===== config.mk =====
export PLATFORM = sky130hd
export DESIGN_NAME = game_ctrl
export DESIGN_NICKNAME = d
export VERILOG_FILES = /design/src/rtl/game_ctrl.sv
export SDC_FILE = /design/constraint.sdc
export NUM_CORES = 1
export LEC_CHECK = 0
export CORE_UTILIZATION = 35
export CTS_BUF_LIST = sky130_fd_sc_hd__clkbuf_8
export DETAILED_ROUTE_END_ITERATION = 12
export PLACE_DENSITY_LB_ADDON = 0.1
export REMOVE_ABC_BUFFERS = 1
export SETUP_SLACK_MARGIN = 0.15
export SYNTH_ARGS = -nofsm -noshare
export SYNTH_HDL_FRONTEND = slang
export SYNTH_SLANG_ARGS = --single-unit

===== constraint.sdc =====
create_clock -name clk -period 4.8 [get_ports clk]
set_input_delay 0.48 -clock clk [delete_from_list [all_inputs] [get_ports clk]]
set_output_delay 0.48 -clock clk [all_outputs]
set_load 0.02 [all_outputs]

===== src/rtl/game_ctrl.sv =====
`default_nettype none
// ============================================================================
// Module   : game_ctrl
// Brief    : Pong game-flow FSM (menu/serve/play/game_over) with score keeping
//            and vblnk-timed serve delay. Optional macro GAME_CTRL_AUTO_RETURN_EN
//            adds a timed return from game_over to menu.
// Revision : 1.0 - initial release
// ============================================================================
module game_ctrl #(
  parameter int WIN_SCORE    = 5,
  parameter int SERVE_FRAMES = 60,
  parameter int OVER_FRAMES  = 300
) (
  input  logic       clk,
  input  logic       rst,
  input  logic       btn_start,
  input  logic       vblnk,
  input  logic       miss_left,
  input  logic       miss_right,
  output logic [1:0] state,
  output logic [3:0] player1_score,
  output logic [3:0] player2_score,
  output logic       ball_rst,
  output logic       serve_dir
);

  localparam logic [1:0] ST_MENU  = 2'b00;
  localparam logic [1:0] ST_SERVE = 2'b01;
  localparam logic [1:0] ST_PLAY  = 2'b10;
  localparam logic [1:0] ST_OVER  = 2'b11;

  localparam logic [3:0] WIN_VAL    = 4'(WIN_SCORE);
  localparam logic [9:0] SERVE_LAST = 10'(SERVE_FRAMES - 1);

  logic       btn_q, vblnk_q;
  logic       start_q, start_d;
  logic [1:0] state_q, state_d;
  logic [3:0] p1_q, p1_d, p2_q, p2_d;
  logic       dir_q, dir_d;
  logic       ball_rst_q, ball_rst_d;
  logic [9:0] frame_cnt_q, frame_cnt_d;
  logic       tick;
  logic       over_timeout;
  logic [3:0] p1_inc, p2_inc;

  assign tick    = vblnk & ~vblnk_q;
  assign start_d = btn_start & ~btn_q;
  assign p1_inc  = (p1_q == 4'd15) ? 4'd15 : p1_q + 4'd1;
  assign p2_inc  = (p2_q == 4'd15) ? 4'd15 : p2_q + 4'd1;

`ifdef GAME_CTRL_AUTO_RETURN_EN
  localparam logic [9:0] OVER_LAST = 10'(OVER_FRAMES - 1);
  assign over_timeout = tick && (frame_cnt_q == OVER_LAST);
`else
  logic [9:0] unused_over_frames;
  assign unused_over_frames = 10'(OVER_FRAMES);
  assign over_timeout       = 1'b0;
`endif

  always_comb begin
    state_d    = state_q;
    p1_d       = p1_q;
    p2_d       = p2_q;
    dir_d      = dir_q;
    ball_rst_d = 1'b0;
    case (state_q)
      ST_MENU: begin
        if (start_q) begin
          state_d    = ST_SERVE;
          p1_d       = 4'd0;
          p2_d       = 4'd0;
          dir_d      = 1'b0;
          ball_rst_d = 1'b1;
        end
      end
      ST_SERVE: begin
        if (tick && (frame_cnt_q == SERVE_LAST)) state_d = ST_PLAY;
      end
      ST_PLAY: begin
        if (miss_left || miss_right) begin
          ball_rst_d = 1'b1;
          state_d    = ST_SERVE;
          // serve goes toward the player who conceded; a double miss is a replay
          if (miss_right && !miss_left) begin
            p1_d  = p1_inc;
            dir_d = 1'b1;
            if (p1_inc == WIN_VAL) state_d = ST_OVER;
          end else if (miss_left && !miss_right) begin
            p2_d  = p2_inc;
            dir_d = 1'b0;
            if (p2_inc == WIN_VAL) state_d = ST_OVER;
          end
        end
      end
      ST_OVER: begin
        if (start_q || over_timeout) state_d = ST_MENU;
      end
      default: state_d = ST_MENU;
    endcase

    if (state_d != state_q) frame_cnt_d = 10'd0;
    else if (tick)          frame_cnt_d = frame_cnt_q + 10'd1;
    else                    frame_cnt_d = frame_cnt_q;
  end

  always_ff @(posedge clk) begin
    if (rst) begin
      btn_q       <= 1'b1;
      vblnk_q     <= 1'b0;
      start_q     <= 1'b0;
      state_q     <= ST_MENU;
      p1_q        <= 4'd0;
      p2_q        <= 4'd0;
      dir_q       <= 1'b0;
      ball_rst_q  <= 1'b0;
      frame_cnt_q <= 10'd0;
    end else begin
      btn_q       <= btn_start;
      vblnk_q     <= vblnk;
      start_q     <= start_d;
      state_q     <= state_d;
      p1_q        <= p1_d;
      p2_q        <= p2_d;
      dir_q       <= dir_d;
      ball_rst_q  <= ball_rst_d;
      frame_cnt_q <= frame_cnt_d;
    end
  end

  assign state         = state_q;
  assign player1_score = p1_q;
  assign player2_score = p2_q;
  assign ball_rst      = ball_rst_q;
  assign serve_dir     = dir_q;

endmodule
`default_nettype wire


Yosys cells after proc, flatten, opt, wreduce, memory -nomap -nowiden

Index checks and enable logic that the tools add are counted.

Register bits: 25
Output and inout bits: 12
Word-level logic and storage cells: 70

Muxes and demuxes: 27
Add/subtract/negate cells: 3
Bitwise gates (word level): 4
Reductions and logical operators: 12
Equal/unequal tests: 15

Operators with widths:

| operator                                                         | count |
|---|---|
| 4-bit two-way mux                                                | 8 |
| 2-bit two-way mux                                                | 8 |
| 4-bit case mux with 2 select lines                               | 2 |
| 10-bit by 1-bit adder with 10-bit output, second input constant  | 1 |
| 10-bit by 6-bit == test with 1-bit output, second input constant | 1 |
| 2-bit inequality test, second input constant                     | 5 |
| 4-bit by 1-bit adder with 4-bit output, second input constant    | 2 |
| 4-bit by 3-bit == test with 1-bit output, second input constant  | 2 |
| 4-bit == test, second input constant                             | 2 |
| 2-bit case mux with 4 select lines                               | 1 |
| 4-bit AND reduction                                              | 2 |
| 1-bit two-way mux                                                | 6 |
| 5-bit AND reduction                                              | 1 |
| 2-bit == test, second input constant                             | 2 |
| 1-bit case mux with 2 select lines                               | 2 |
| 1-bit logical AND                                                | 3 |
| 3-bit inequality test, second input constant                     | 1 |
| 1-bit bitwise AND                                                | 2 |
| 2-bit by 1-bit == test with 1-bit output, second input constant  | 1 |
| 1-bit logical NOT                                                | 2 |
| 2-bit logical NOT                                                | 1 |
| 2-bit inequality test                                            | 1 |
| 1-bit NOT                                                        | 2 |
| 2-bit nonzero test                                               | 1 |
| other kinds (2)                                                  | 2 |

Logic depth before layout (Yosys ltp)

Gate-level depths: netlist of run 1.

Depth after elaboration: 10
Mapped depth: 7
Depth with buffers taken out: 6

Least setup slack after synthesis of run 1

OpenSTA, ideal clock, no wires.

Path kind: flip-flop to flip-flop
Start: reg frame_cnt_q[2]
End: reg frame_cnt_q[0]
Setup time: 0.134 ns
Data required time: 4.666 ns
Stages on the path, launching flop included: 5
Period minus slack after synthesis: 1.954 ns
Data arrival time: 1.820 ns
Buffers on the path: 0
Setup slack: 2.846 ns
Path through: dfxtp_1 > or4_1 > or4_4 > a221oi_4 > nor3_1

Word-level cells in the longest chain between the ends: 6

Ends and longest elaborated chain:

| what                                      | line | RTL |
|---|---|---|
| start: declaration                        | 41   | `logic [9:0] frame_cnt_q, frame_cnt_d;` |
| start signal: assignment                  | 126  | `frame_cnt_q <= frame_cnt_d;` |
| 10-bit by 6-bit == test with 1-bit output | 77   | `if (tick && (frame_cnt_q == SERVE_LAST)) state_d = ST_PLAY;` |
| 1-bit logical AND                         | 77   |  |
| 2-bit two-way mux                         | 77   |  |
| 2-bit case mux with 4 select lines        | 66   | `case (state_q)` |
| 2-bit inequality test                     | 101  | `if (state_d != state_q) frame_cnt_d = 10'd0;` |
| 2-bit OR reduction (no line)              | -    |  |

Every way passes these cells.
A chain may end at the register's enable or synchronous reset.

==> results by group, run 1 <==
CTS
  – Post-CTS Resized: 0
  – H-tree depth: 1
  – CTS tree: built
  – CTS Hold Bufs: 0
  – CTS max path bufs: 2
  – CTS Buf Count: 3
  – CTS root buf: clkbuf_8
  – Reg clk slew, reported paths: 0.09 ns
  – Clk_lat worst skew: roughly 0.27 ns
  – Post-CTS Setup Bufs: 0
  – # clock sinks: 25

Drt
  – Final ANT Viol Nets: 0
  – DRT Pass-1 Iters: 4
  – Vias: around 1100
  – WL/cell: 12.3 um
  – Residual DRC: 0
  – Vias per cell: 5.21
  – Detailed Route WL: between 2000 and 3000 um
  – DR iter-0 viols: 96

STA
  – Final Hold Viols: 0
  – Final Setup Violations: 0
  – Slew HR: a little under two fifths
  – Period minus WS final: 2.24 ns
  – Final TNS setup: 0 ns
  – Slew Viols, Final: 0
  – Fin crit share: 46.7%
  – FMAX: 446 MHz
  – Hold_ws: 0.388 ns
  – Worst-Margin Slew: 0.947 ns
  – RSZ-0062 raised after global routing: no
  – Fin Clk Skew: 0.00324 ns

Place
  – Routability cong.: 0.812
  – # port buffers: 17
  – DP HPWL: 1860 um

Worst setup path
  – CP startpoint: rst
  – Reg2reg end: frame_cnt_q[5]
  – CP Class: input port to flop
  – Crit. End Element: flop
  – Reg2reg path depth: 4
  – Crit path DAT: 2.39 ns
  – Max Fanout on Critical Path: 27
  – Worst EP required: 4.95 ns
  – Reg-to-Reg Start: frame_cnt_q[2]
  – Flop-to-flop setup slack: 2.63 ns
  – CP Launch Type: input port

Floorplan
  – Initial Utilization: 36.7%
  – Placement row count: 22
  – Core area: ~0.0037 mm^2
  – Area of the die: about 0.0041 mm^2
  – Die H: 64.2 um
  – Top-level port count: 18
  – Die width: 64.2 um

Logic synthesis
  – Post-synthesis sequential area ratio: 37.0%
  – Gate Count Post-Synth: 154
  – Number of synthesis warnings: 0
  – Post-Syn Area: around 0.0014 mm^2
  – Mean post-synth cell area: 8.79 um^2
  – Register bit count reported by yosys: 25
  – Synth unique cells: 39

Final layout
  – Fin nets: 182
  – Fraction of layout cells with a size suffix above 1: 4.73%
  – Fin util: 43.6%
  – Fillcell total: between 300 and 400
  – Number of inserted diodes: 0
  – Area growth, synth to finish: 18.7%

Hold path
  – Hold EP: start_q
  – Path category of the worst min-delay check: flop to flop
  – Hold path depth: 1
  – Hold_sp: btn_q

GRT
  – First-pass GRT wire length: 4750 um
  – Vias in the first global route: 1069
  – Largest net degree at the start of global routing: 28
  – Initial antenna violation count: 0
  – Total GRT Usage: 14.6%
  – Remaining Overflow, GRT: 0

Power and ir drop
  – Power per Cell Area: 226 mW/mm^2
  – Worst VDD drop: 0.000118 V
  – Pleak: 0.551 nW

Job
  – Max_cap viols: 0

Status
  – Status: finished clean
## power breakdown
group	total [mW]	switching [mW]	internal, mW
clock network	0.123	0.0660	0.0572
logic	0.0259	0.0135	0.0124
registers	0.214	0.00339	0.210
## worst max path at each step
stage	to	slack (ns)
after floorplan	frame_cnt_q[0]	2.85
after global placement	state[1]	2.29
after detailed placement	state[1]	2.23
after CTS	state[1]	2.53
after global routing	state[1]	2.42
final	state[1]	2.56
## per-layer routing
metal | up-vias | wire length, um | GRT usage [%]
met1 | 520 | 1380 | 19.3
met3 | 5 | 62 | 2.14
met4 | 0 | 44 | 6.67
met2 | 15 | 1190 | 23.4
li1 | 590 | - | -
met5 | - | 0 | 0
## state kept, by name (all words and copies together), names as in the netlist
signal / flops
serve_dir: 1
start_q: 1
frame_cnt_q: 10
player1_score: 4
btn_q: 1
player2_score: 4
vblnk_q: 1
state: 2
ball_rst: 1
## layout by cell type, fill, tap and decap left out
cell type        Yosys  final
nand4_1              3      3
xnor2_1              5      5
clkbuf_8             0      3
nor2b_1              4      4
and3b_1              1      1
a21o_1               1      1
dfxtp_1             25     25
a41oi_1              1      1
and4_1               1      1
a21boi_0             2      2
nand3_1              5      5
mux2i_1              5      5
and2_1               1      1
nor3_1              14     14
or3_1                2      2
o32a_1               1      1
and4b_1              1      1
a221oi_4             1      1
or2_2                1      1
nand2b_1             7      7
a211oi_1             5      5
nor3b_1              1      1
a22oi_1              1      1
inv_1                8      9
a21oi_1             10     10
nand3b_1             4      4
nor4_1               2      2
or4_4                1      1
nor2_1               7      7
clkdlybuf4s50_1      0     17
ha_1                 6      6
a2bb2oi_1            1      1
and3_1               2      2
nand4bb_1            1      1
nand2_1              5      5
xor2_1               4      4
or4b_2               2      2
o21ai_0              5      5
or4_1                2      2
## per-stage QoR
step / instances / area (um^2) / power (mW) / setup WS, ns
floorplan: 148 / 1330 / 0.232 / 2.85
global placement: 213 / 1560 / 0.244 / 2.29
detailed placement: 213 / 1560 / 0.245 / 2.23
CTS: 217 / 1610 / 0.370 / 2.53
global route: 217 / 1610 / 0.383 / 2.42
finish: 217 / 1610 / 0.363 / 2.56
## logic make-up (layout without fill, tap and decap cells)
group / after synthesis / after routing / share of synthesized area, %
compound gates: 28 / 28 / 14.5
xor+xnor: 9 / 9 / 5.82
fa+ha+maj: 6 / 6 / 5.55
buf+inv: 14 / 29 / 3.88
flops: 25 / 25 / 37.0
mux: 5 / 5 / 3.70
simple gates: 67 / 67 / 29.6
## final cells by class
| class | count | area, um^2 | share of cell area (%) |
|---|---|---|---|
| Tap cell | 48 | 60.1 | 3.74 |
| Inverter | 8 | 30.0 | 1.87 |
| Timing Repair Buffer | 17 | 170 | 10.6 |
| Clock inverter | 1 | 3.75 | 0.234 |
| Sequential cell | 25 | 500 | 31.2 |
| Clock buffer | 3 | 41.3 | 2.57 |
| Multi-Input combinational cell | 115 | 801 | 49.8 |
## critical path, cell delays in order
cell,delay (ns)
clkdlybuf4s50_1,1.09
nand2b_1,0.22
a211oi_1,0.06
or4_1,0.53
## synthesized netlist by cell type
library cell	n	area, um^2
and3b_1	1	8.76
or4_4	1	11.3
and3_1	2	12.5
or4b_2	2	20.0
xor2_1	4	35.0
buf_1	1	3.75
a21boi_0	2	15.0
nor4_1	2	12.5
nor2b_1	4	25.0
mux2i_1	5	50.1
or4_1	2	15.0
nand2_1	5	18.8
and4_1	1	8.76
xnor2_1	5	43.8
a211oi_1	5	37.5
nor3b_1	1	7.51
nor2_1	7	26.3
a41oi_1	1	8.76
nand4bb_1	1	11.3
dfxtp_1	25	500
nand3_1	5	25.0
nor3_1	14	70.1
and2_1	1	6.26
a2bb2oi_1	1	8.76
clkbuf_1	5	18.8
nand3b_1	4	30.0
ha_1	6	75.1
or2_2	1	6.26
nand4_1	3	18.8
a221oi_4	1	26.3
and4b_1	1	10.0
a21o_1	1	7.51
or3_1	2	12.5
o21ai_0	5	25.0
a21oi_1	10	50.1
a22oi_1	1	7.51
o32a_1	1	10.0
inv_1	8	30.0
nand2b_1	7	43.8
(Power assumes the default switching activity.)
==> inputs of run 2 (changes only) <==
==> constraint.sdc (replaced) <==
create_clock -name clk -period 2.3 [get_ports clk]
set_input_delay 0.23 -clock clk [delete_from_list [all_inputs] [get_ports clk]]
set_output_delay 0.23 -clock clk [all_outputs]
set_load 0.02 [all_outputs]
==> results by group, run 2 (same netlist as run 1, synthesis figures left out) <==
Status
  – Status: finished clean

Drt
  – Vias per cell: 5.26
  – WL/cell: 12.6 um
  – Wire length on met3: slightly above 80 um
  – Residual DRC: 0
  – Final ANT Viol Nets: 0
  – DR iter-0 viols: 65
  – Detailed Route WL: 2770 um
  – Vias: ~1200
  – DRT Pass-1 Iters: 4
  – Highest routed layer: met4
  – Met2 WL: 1190 um
  – Met1 wire length: ~1400 um

Job
  – Max_cap viols: 0

CTS
  – CTS root buf: clkbuf_8
  – # clock sinks: 25
  – Clk_lat worst skew: 0.27 ns
  – Post-CTS Resized: 0
  – CTS Buf Count: 3
  – H-tree depth: 1
  – Post-CTS Setup Bufs: 0
  – CTS max path bufs: 2
  – CTS Hold Bufs: 0
  – CTS tree: built
  – Reg clk slew, reported paths: 0.09 ns

Place
  – DP Worst Slack: 0.239 ns
  – Placed cell area: 0.00158 mm^2
  – DP HPWL: 2050 um
  – Placed instance count: 216
  – # port buffers: 17
  – Routability cong.: about 0.81

GRT
  – Largest net degree at the start of global routing: 18
  – Total GRT Usage: 16.2%
  – Vias in the first global route: 1184
  – Remaining Overflow, GRT: 0
  – First-pass GRT wire length: 5290 um
  – Initial antenna violation count: 0

Floorplan
  – Die width: ~64 um
  – Area of the die: 0.00412 mm^2
  – Initial Utilization: a little under two fifths
  – Die H: 64.2 um
  – Placement row count: 22
  – Core area: 0.00369 mm^2
  – Top-level port count: 18

Hold path
  – Path category of the worst min-delay check: flop to flop

Final layout
  – Number of inserted diodes: 0
  – Fin util: 44.2%
  – Commonest non-fill, non-tap cell in the layout: dfxtp_1
  – Fraction of layout cells with a size suffix above 1: 6.98%
  – Fin nets: 185
  – Commonest non-fill, non-tap cells in the layout: dfxtp_1, clkdlybuf4s50_1, nor3_1, a21oi_1, inv_1
  – Area growth, synth to finish: 20.4%
  – Post-route insts no fill: 220
  – Biggest register: frame_cnt_q
  – Design area: 0.00163 mm^2
  – Largest register FFs: 10

STA
  – Final Setup Violations: 0
  – Final Hold Viols: 0
  – Fin crit share: between 80 and 90%
  – Fin Clk Skew: approximately 0.0066 ns
  – Slew HR: 66.3%
  – FMAX: 486 MHz
  – RSZ-0062 raised after global routing: no
  – Post-route worst setup slack: 0.242 ns
  – Hold_ws: roughly 0.40 ns
  – Worst-Margin Slew: 0.505 ns
  – Final TNS setup: 0 ns
  – Slew Viols, Final: 0
  – Period minus WS final: 2.06 ns

Worst setup path
  – Max Fanout on Critical Path: 10
  – Critical Path, Cell by Cell: or4_1 > or4_4 > a221oi_4 > buf_4 > nor3_1
  – Worst EP required: 2.46 ns
  – Slowest CP cell: or4_4
  – Crit. End Element: flop
  – Worst path max stage delay: 0.56 ns
  – CP Launch Type: flop
  – Crit path DAT: 2.22 ns
  – CP Class: flop to flop

Power and ir drop
  – Tot Pwr: around 0.76 mW
  – Power per Cell Area: approximately 470 mW/mm^2
  – Worst VDD drop: 0.000195 V
  – Pleak: 0.564 nW
run 2: cell types whose count changed in the layout (fill, tap and decap cells not counted):
cell	change
buf_4	+3
clkinv_2	+1
inv_1	-1
run 2: final cells by class:
| cell class | instances | area [um^2] |
|---|---|---|
| clock buffers | 3 | 41.3 |
| clock inverters | 1 | 5.00 |
| fillers | 384 | 2060 |
| inverters | 8 | 30.0 |
| multi-input cells | 115 | 801 |
| flip-flops and latches | 25 | 500 |
| well taps | 48 | 60.1 |
| repair buffers | 20 | 193 |
run 2: critical path: cells and delay by family, from the launching register on:
kind                   cells  cell delay (ns)
AOI/OAI and AO/OA          1             0.23
DFF                        1             0.37
and+or+nand+nor            3             1.13
buffers and inverters      1             0.21
run 2: worst paths after layout:
path	cells past startpoint	slack [ns]	from	end
worst max-delay path	5	0.24	frame_cnt_q[2]	frame_cnt_q[7]
worst min-delay path	1	0.40	btn_q	start_q
worst min register to register	1	0.40	btn_q	start_q
worst max register to register	5	0.24	frame_cnt_q[2]	frame_cnt_q[7]
run 2: layer usage:
layer,vias up,global-route usage [%]
met5,-,0
met4,0,6.67
met3,5,2.14
met2,24,25.3
met1,533,22.4
li1,596,-
run 2: power by group:
part           internal, mW  switching [mW]
Sequential            0.439         0.00689
Combinational        0.0281          0.0288
Clock                 0.121           0.139
